$ cat src/rtl/n101_ahb_mst_bpty.sv
// n101_ahb_mst_bpty - master-side AHB-Lite bus-parity block.
// Generates command, address and write-data parity towards the subsystem.
// Tracks the data phase and checks the returned read-data and response parity.
// Logs parity errors and raises a sticky phfatal.
// Optional feature macro: N101_BPTY_ERR_ADDR_CAPT_EN adds err_addr, the
// data-phase address of the first error since reset or the last err_clr.
module n101_ahb_mst_bpty #(
   parameter int ADDR_SIZE = 32,
   parameter int CNT_W     = 8
) (
   input  logic                 clk,
   input  logic                 rst,
   input  logic                 bptylvl,
   input  logic [1:0]           htrans,
   input  logic                 hwrite,
   input  logic [2:0]           hsize,
   input  logic [2:0]           hburst,
   input  logic [3:0]           hprot,
   input  logic                 hmastlock,
   input  logic [1:0]           master,
   input  logic [ADDR_SIZE-1:0] haddr,
   input  logic [31:0]          hwdata,
   input  logic [31:0]          hrdata,
   input  logic [1:0]           hresp,
   input  logic                 hready,
   input  logic [3:0]           hrdatabpty,
   input  logic                 hrspbpty,
   output logic [1:0]           hcmdbpty,
   output logic [3:0]           haddrbpty,
   output logic [3:0]           hwdatabpty,
   input  logic                 err_clr,
   output logic                 err_pulse,
   output logic [1:0]           err_type,
   output logic [CNT_W-1:0]     err_cnt,
   output logic                 phfatal
`ifdef N101_BPTY_ERR_ADDR_CAPT_EN
   ,
   output logic [ADDR_SIZE-1:0] err_addr
`endif
);

   typedef enum logic [1:0] {
      ST_IDLE,
      ST_DRD,
      ST_DWR
   } state_t;

   localparam logic [1:0]       RESP_OKAY = 2'b00;
   localparam logic [CNT_W-1:0] CNT_ONE   = CNT_W'(1);

   state_t      state;
   state_t      state_nxt;
   logic [31:0] haddr32;
   logic [3:0]  rd_par;
   logic        rsp_par;
   logic        resp_err;
   logic        rdata_err;
   logic        err_now;

   // Address bits above ADDR_SIZE are treated as zero for parity
   assign haddr32 = 32'(haddr);

   // Outgoing parity and expected incoming parity, all purely combinational
   always_comb begin
      hcmdbpty   = '0;
      haddrbpty  = '0;
      hwdatabpty = '0;
      rd_par     = '0;
      hcmdbpty[0] = ^{htrans, hwrite, hsize, hburst} ^ bptylvl;
      hcmdbpty[1] = ^{hprot, hmastlock, master} ^ bptylvl;
      for (int i = 0; i < 4; i++) begin
         haddrbpty[i]  = ^haddr32[8*i +: 8] ^ bptylvl;
         hwdatabpty[i] = ^hwdata[8*i +: 8] ^ bptylvl;
         rd_par[i]     = ^hrdata[8*i +: 8] ^ bptylvl;
      end
      rsp_par = ^{hresp, hready} ^ bptylvl;
   end

   // Data-phase tracker register
   always_ff @(posedge clk or posedge rst) begin
      if (rst) begin
         state <= ST_IDLE;
      end else begin
         state <= state_nxt;
      end
   end

   // Next data phase follows the accepted address phase; hold during wait states
   always_comb begin
      state_nxt = state;
      if (hready) begin
         if (htrans[1]) begin
            state_nxt = hwrite ? ST_DWR : ST_DRD;
         end else begin
            state_nxt = ST_IDLE;
         end
      end
   end

   // Response parity is checked on every data-phase cycle, read data only on a completed OKAY read
   always_comb begin
      resp_err  = (state != ST_IDLE) && (hrspbpty != rsp_par);
      rdata_err = (state == ST_DRD) && hready && (hresp == RESP_OKAY) &&
                  (|(hrdatabpty ^ rd_par));
      err_now   = resp_err | rdata_err;
   end

   // Error logging; a fresh error in the clear cycle is logged as the first one after the clear
   always_ff @(posedge clk or posedge rst) begin
      if (rst) begin
         err_pulse <= 1'b0;
         err_type  <= '0;
         err_cnt   <= '0;
         phfatal   <= 1'b0;
      end else begin
         err_pulse <= err_now;
         if (err_clr) begin
            err_type <= {resp_err, rdata_err};
            err_cnt  <= err_now ? CNT_ONE : '0;
            phfatal  <= err_now;
         end else begin
            err_type <= err_type | {resp_err, rdata_err};
            if (err_now && (err_cnt != '1)) begin
               err_cnt <= err_cnt + CNT_ONE;
            end
            phfatal <= phfatal | err_now;
         end
      end
   end

`ifdef N101_BPTY_ERR_ADDR_CAPT_EN
   logic [ADDR_SIZE-1:0] addr_dp;

   // Remember the address belonging to the upcoming data phase
   always_ff @(posedge clk or posedge rst) begin
      if (rst) begin
         addr_dp <= '0;
      end else if (hready && htrans[1]) begin
         addr_dp <= haddr;
      end
   end

   // Capture only the first error; err_clr re-arms the capture
   always_ff @(posedge clk or posedge rst) begin
      if (rst) begin
         err_addr <= '0;
      end else if (err_now && (!phfatal || err_clr)) begin
         err_addr <= addr_dp;
      end
   end
`endif

endmodule

$ cat config.mk
export PLATFORM = sky130hd
export DESIGN_NAME = n101_ahb_mst_bpty
export DESIGN_NICKNAME = d
export VERILOG_FILES = /design/src/rtl/n101_ahb_mst_bpty.sv
export SDC_FILE = /design/constraint.sdc
export NUM_CORES = 1
export LEC_CHECK = 0
export BUFFER_PORTS_ARGS = -buffer_cell sky130_fd_sc_hd__buf_2
export CAP_MARGIN = 30
export CELL_PAD_IN_SITES_DETAIL_PLACEMENT = 1
export CELL_PAD_IN_SITES_GLOBAL_PLACEMENT = 2
export CORE_MARGIN = 8
export CORE_UTILIZATION = 22
export DETAILED_ROUTE_END_ITERATION = 12
export PLACE_DENSITY = 0.83
export SLEW_MARGIN = 0
export SYNTH_ARGS = -nofsm -noshare
export SYNTH_HDL_FRONTEND = slang
export SYNTH_SLANG_ARGS = --single-unit
$ cat constraint.sdc
create_clock -name clk -period 3.3 [get_ports clk]
set_clock_uncertainty 0.1 [all_clocks]
set_input_delay 0.495 -clock clk [delete_from_list [all_inputs] [get_ports clk]]
set_output_delay 0.495 -clock clk [all_outputs]
set_load 0.005 [all_outputs]
==> results of run 1 <==
==> cells in the final DEF (no fill, tap or decap) <==
cell,Yosys,routed
a21boi_2,1,1
a21oi_1,3,3
a221oi_2,1,1
and4_1,1,1
buf_2,0,145
buf_4,0,2
clkbuf_8,0,4
dfrtp_1,14,14
ha_1,1,1
inv_1,10,10
mux2_1,1,1
mux2_4,1,1
mux2i_1,1,1
nand2_1,3,3
nand2b_1,2,2
nand3_1,4,4
nand3b_1,1,1
nand4_1,2,2
nor2_1,6,6
nor2b_1,2,2
nor3_1,2,2
nor4_2,1,1
o21ai_0,6,6
o31ai_1,2,2
o32ai_1,1,1
o41ai_1,1,1
or3_1,1,1
or3b_1,1,1
or4_1,3,3
xnor2_1,89,89
xnor2_2,1,1
xnor3_1,4,4
xor2_1,22,22
==> layout make-up <==
class	count	area, µm²	area share [%]
clock buffers	4	55.05	2.029
inverters	10	37.54	1.383
multi-input cells	164	1399	51.54
flip-flops and latches	14	350.3	12.91
well taps	105	131.4	4.841
repair buffers	147	740.7	27.29
==> cells by family after synthesis <==
group | Yosys count
adder cells (fa/ha/maj) | 1
XOR/XNOR | 116
flip-flops | 14
multiplexers | 3
AO/OA/AOI/OAI | 15
AND/OR/NAND/NOR | 29
buffers and inverters | 14
==> sequential cells by signal (all words and copies together), names as in the netlist <==
signal and flops:
phfatal 1, err_type 2, err_pulse 1, state 2
err_cnt 8
==> per-stage QoR <==
| step | cells | util [%] |
|---|---|---|
| final | 444 | 33.53 |
| after detailed placement | 440 | 32.85 |
| after global placement | 440 | 32.85 |
| after global routing | 444 | 33.53 |
| after floorplan | 192 | - |
| after CTS | 444 | 33.53 |
==> routing by layer <==
metal  vias up  GRT usage (%)
met3         2          6.239
met5         -              0
met1       819          9.939
li1        913              -
met2       106          19.27
met4         0          2.111
==> worst paths after layout <==
path                             start     endpoint  slack, ns  cells after the start
max                         hrdata[18]   err_cnt[2]       0.82                      8
min                                rst   err_cnt[4]       0.19                      2
max reg2reg                 err_cnt[0]   err_cnt[2]       1.34                      6
min reg2reg                err_type[1]  err_type[1]       0.43                      2
max in group asynchronous          rst     state[1]       2.54                      2
min in group clk                hready     state[1]       0.41                      2
==> cells in the mapped netlist <==
cell type | instances | area share [%]
dfrtp_1 | 14 | 19
nor4_2 | 1 | 0.69
nand3_1 | 4 | 1.1
nor2b_1 | 2 | 0.69
nor3_1 | 2 | 0.55
a21oi_1 | 3 | 0.83
and4_1 | 1 | 0.48
o21ai_0 | 6 | 1.7
a221oi_2 | 1 | 0.83
or3_1 | 1 | 0.34
xnor2_1 | 89 | 43
mux2_4 | 1 | 0.83
o41ai_1 | 1 | 0.48
nand3b_1 | 1 | 0.41
nand4_1 | 2 | 0.69
mux2_1 | 1 | 0.62
or4_1 | 3 | 1.2
buf_6 | 2 | 1.2
xnor2_2 | 1 | 0.90
nand2b_1 | 2 | 0.69
xnor3_1 | 4 | 5.0
nand2_1 | 3 | 0.62
ha_1 | 1 | 0.69
inv_1 | 10 | 2.1
or3b_1 | 1 | 0.48
nor2_1 | 6 | 1.2
xor2_1 | 22 | 11
o32ai_1 | 1 | 0.48
o31ai_1 | 2 | 0.83
clkbuf_1 | 2 | 0.41
a21boi_2 | 1 | 0.62
mux2i_1 | 1 | 0.55
==> report_power, final <==
group          switching (µW)  total, µW  internal (µW)
registers                12.1        200            188
clock network            66.0        172            106
logic                     219        508            289
==> impl_metrics.env, run 1 <==
export IMPL_gp_congestion=0.6829
export IMPL_peakVddDrop_mv=0.1084
export IMPL_pre_cts_slack_ns=0.4859
export IMPL_dp_hpwl_mm=5.564
export IMPL_route_vias_total=1840
export IMPL_synth_compound_area_share_pct=5.716
export IMPL_worst_pin_slew_ns=0.5612
export IMPL_met3_length_um=928
export IMPL_drt_initial_drc_count=13
export IMPL_synth_fp_nets=317
export IMPL_antenna_found_initial=0
export IMPL_cts_buffers=3
export IMPL_die_area_um2=11420
export IMPL_viasPerCell=4.144
export IMPL_grt_max_degree=16
export IMPL_htreeDepth=1
export IMPL_min_period_ns=2.477
export IMPL_synth_area_um2=1817
export IMPL_finalSetupTns_ns=0
export IMPL_wl_per_cell_um=13.48
export IMPL_powerDensity_nw_per_um2=324.1
export IMPL_required_ns=3.33
export IMPL_worstSkewPairLatency_ns=0.25
export IMPL_cts_sinks=14
export IMPL_finalSetupViolCount=0
export IMPL_muxShareOfSynthArea_pct=1.997
export IMPL_io_buffer_count=145
export IMPL_syn_instance_count=192
export IMPL_path_buf_inv=1
export IMPL_wirelength_mm=5.984
export IMPL_yosysSeqAreaShare_pct=19.28
export IMPL_slowest_stage="a21boi_2"
export IMPL_grt_setup_unrepaired="no"
export IMPL_maxCapViolations=0
export IMPL_die_w_um=106.9
export IMPL_top_layer_used="met4"
export IMPL_synth_xor_area_share_pct=59.37
export IMPL_critPathKind="in -> reg"
export IMPL_die_h_um=106.9
export IMPL_ys_types=32
export IMPL_crit_path_end_kind="register"
export IMPL_drc=0
export IMPL_track_usage_pct=10.55
export IMPL_start_util_pct=22.45
export IMPL_cts_tree="built"
export IMPL_hold_ws_ns=0.1874
export IMPL_area_growth_pct=49.38
export IMPL_slew_viol_final=0
export IMPL_placed_area_um2=2659
export IMPL_fillers=1007
export IMPL_drive_gt1_share_pct=46.02
export IMPL_arrival_ns=2.51
export IMPL_maxSlewHeadroom_pct=62.55
export IMPL_max_freq_mhz=403.8
export IMPL_hp_class="in -> async"
export IMPL_grt_pass1_vias=2168
export IMPL_post_cts_buffers=0
export IMPL_grt_pass1_wl_mm=10.03
export IMPL_critPathLaunchType="input port"
export IMPL_fp_coreArea_um2=8093
export IMPL_num_rows=33
export IMPL_synth_ff_latch_count=14
export IMPL_layout_nets=465
export IMPL_wl_met1_mm=2.012
export IMPL_cpPeakStageDelay_ns=0.45
export IMPL_critical_path_top_delay_family="XOR/XNOR gates"
export IMPL_clk_pin_slew_ns=0.06
export IMPL_synth_simple_area_share_pct=9.229
export IMPL_status="completed"
export IMPL_path_cells="buf_2 > xor2_1 > xnor3_1 > xnor2_1 > nand4_1 > a21boi_2 > or3b_1 > mux2_1"
export IMPL_worstPathMaxFanout=13
export IMPL_avgSynthCellArea_um2=9.462
export IMPL_cts_resized_gates=0
export IMPL_final_period_utilization_pct=75.05
export IMPL_cts_root_buf="clkbuf_8"
export IMPL_power_uw=879.5
export IMPL_layout_setup_ws_ns=0.8234
export IMPL_final_area_um2=2714
export IMPL_synth_yosys_warnings=0
export IMPL_hold_viol_final=0
export IMPL_num_io_pins=146
export IMPL_diodes=0
export IMPL_yosys_area_share_adder_pct=0.6887
export IMPL_antenna_left=0
export IMPL_clockBufferDepth=2
export IMPL_synth_top_family_by_area="XOR/XNOR gates"
export IMPL_grt_ovfl_total=0
export IMPL_p_leak_uw=0.001270
export IMPL_firstDrtPassIters=4
export IMPL_cts_hold_buf=0
export IMPL_route_met2_wl_mm=3.029
Note: power is estimated with default switching activity, not from simulation.
==> inputs of run 2 (changes only) <==
Settings changed: CORE_UTILIZATION 22 to 20, PLACE_DENSITY 0.83 to 0.76.
Clock period 3.3 ns to 2.4 ns, I/O delays scaled along.
==> run 2 against run 1 <==
  * Total power increased by 39%
  * Sequential share of layout area fell by 0.19 points
  * Die area is 8.5% higher
  * Setup slack got worse by 0.58 ns
  * Via count increased by 1.6%
  * Hold slack got worse by 0.13 ns
  * Final cell count rose by 1.8%
  * Critical path type unchanged
  * Largest cell class unchanged
==> impl_metrics.env, run 2 (same netlist as run 1, synthesis figures left out) <==
export IMPL_reg2reg_from="err_cnt[0]"
export IMPL_worstPathMaxFanout=6
export IMPL_io_buffer_count=145
export IMPL_grt_max_degree=16
export IMPL_antenna_found_initial=1
export IMPL_die_area_um2=12390
export IMPL_wl_met1_mm=2.213
export IMPL_status="completed"
export IMPL_hold_viol_final=0
export IMPL_cts_resized_gates=0
export IMPL_final_area_um2=2755
export IMPL_wl_per_cell_um=13.68
export IMPL_cts_sinks=14
export IMPL_dp_hpwl_mm=5.746
export IMPL_maxSlewHeadroom_pct=62.46
export IMPL_hp_class="in -> async"
export IMPL_critPathKind="in -> reg"
export IMPL_viasPerCell=4.135
export IMPL_peakVddDrop_mv=0.1444
export IMPL_post_cts_buffers=0
export IMPL_route_vias_total=1869
export IMPL_finalSetupViolCount=0
export IMPL_finalSetupTns_ns=0
export IMPL_worst_pin_slew_ns=0.5625
export IMPL_worstRegToRegCells=6
export IMPL_clockBufferDepth=2
export IMPL_firstDrtPassIters=4
export IMPL_critPathLaunchType="input port"
export IMPL_layout_commonest_cell="buf_2"
export IMPL_r2r_end="err_cnt[2]"
export IMPL_cts_hold_buf=0
export IMPL_area_growth_pct=51.65
export IMPL_grt_pass1_wl_mm=10.15
export IMPL_cts_tree="built"
export IMPL_die_w_um=111.3
export IMPL_cts_root_buf="clkbuf_8"
export IMPL_largest_register_ff_count=8
export IMPL_drt_initial_drc_count=14
export IMPL_rrSetupSlack_ns=0.44
export IMPL_fillers=1088
export IMPL_layout_nets=470
export IMPL_num_io_pins=146
export IMPL_crit_path_end="err_cnt[3]"
export IMPL_cts_buffers=3
export IMPL_drc=0
export IMPL_gp_congestion=0.7028
export IMPL_p_leak_uw=0.001292
export IMPL_grt_pass1_vias=2205
export IMPL_start_util_pct=20.73
export IMPL_die_h_um=111.3
export IMPL_diodes=0
export IMPL_arrival_ns=2.23
export IMPL_htreeDepth=1
export IMPL_required_ns=2.48
export IMPL_met3_length_mm=1.034
export IMPL_top_layer_used="met5"
export IMPL_drive_gt1_share_pct=46.80
export IMPL_max_freq_mhz=463.4
export IMPL_track_usage_pct=9.604
export IMPL_top_regs="err_cnt: 8 flops, err_type: 2 flops, state: 2 flops"
export IMPL_wirelength_mm=6.184
export IMPL_worstSkewPairLatency_ns=0.25
export IMPL_antenna_left=0
export IMPL_clk_pin_slew_ns=0.06
export IMPL_grt_setup_unrepaired="no"
export IMPL_cp_startpoint="hrdata[5]"
export IMPL_grt_ovfl_total=0
export IMPL_fp_coreArea_um2=8763
export IMPL_top_register="err_cnt"
export IMPL_most_common_layout_cells="buf_2, xnor2_1, xor2_1"
export IMPL_powerDensity_nw_per_um2=444.5
export IMPL_min_period_ns=2.158
export IMPL_fin_util_pct=31.44
export IMPL_maxCapViolations=0
export IMPL_slew_viol_final=0
export IMPL_placed_area_um2=2700
export IMPL_num_rows=34
export IMPL_route_met2_wl_mm=2.897
export IMPL_crit_path_end_kind="register"
export IMPL_final_period_utilization_pct=89.92
run 2: power by group:
part	internal [µW]	leakage (µW)	total (µW)	switching, µW
logic	413	0.00108	717	304
clock network	145	0.0000288	233	87.3
registers	259	0.000188	275	16.0
total	817	0.00129	1220	407
run 2: how the worst min path moves through the flow:
| stage | end | slack [ns] | depth (start not counted) |
|---|---|---|---|
| 4_1_cts | err_pulse | 0.07 | 2 |
| 2_1_floorplan | err_cnt[0] | 0.15 | 1 |
| 3_3_place_gp | err_pulse | 0.35 | 2 |
| 6_report | state[1] | 0.05 | 2 |
| 5_1_grt | err_pulse | 0.12 | 2 |
| 3_5_place_dp | err_pulse | 0.34 | 2 |
run 2: routing by layer:
layer / global-route usage, % / up-vias
li1: - / 923
met1: 9.260 / 830
met2: 16.59 / 109
met3: 6.818 / 5
met4: 1.600 / 2
met5: 0 / -
run 2: metrics by stage:
step	hold slack, ns	setup slack, ns	std cells	power (µW)
5_1_grt	0.1220	0.05778	452	1327
3_5_place_dp	0.3437	-0.08091	448	1016
6_report	0.05424	0.2418	452	1225
2_1_floorplan	0.1492	0.1832	192	717.5
3_3_place_gp	0.3452	-0.06260	448	1004
4_1_cts	0.07066	0.1833	452	1257
run 2: worst max-delay path, cell delays in order:
cell	delay (ns)
buf_2	0.10
xor2_1	0.17
xnor3_1	0.43
xnor2_1	0.14
nand4_1	0.14
a21boi_2	0.12
buf_4	0.15
or4_1	0.47
a21oi_1	0.15
run 2: area by class of cell:
type                            instances  area, µm²  share of cell area, %
Multi-Input combinational cell        164       1399                  50.77
Inverter                               10      37.54                  1.362
Timing Repair Buffer                  152      778.2                  28.25
Sequential cell                        14      350.3                  12.72
Tap cell                              108      135.1                  4.905
Clock buffer                            4      55.05                  1.998
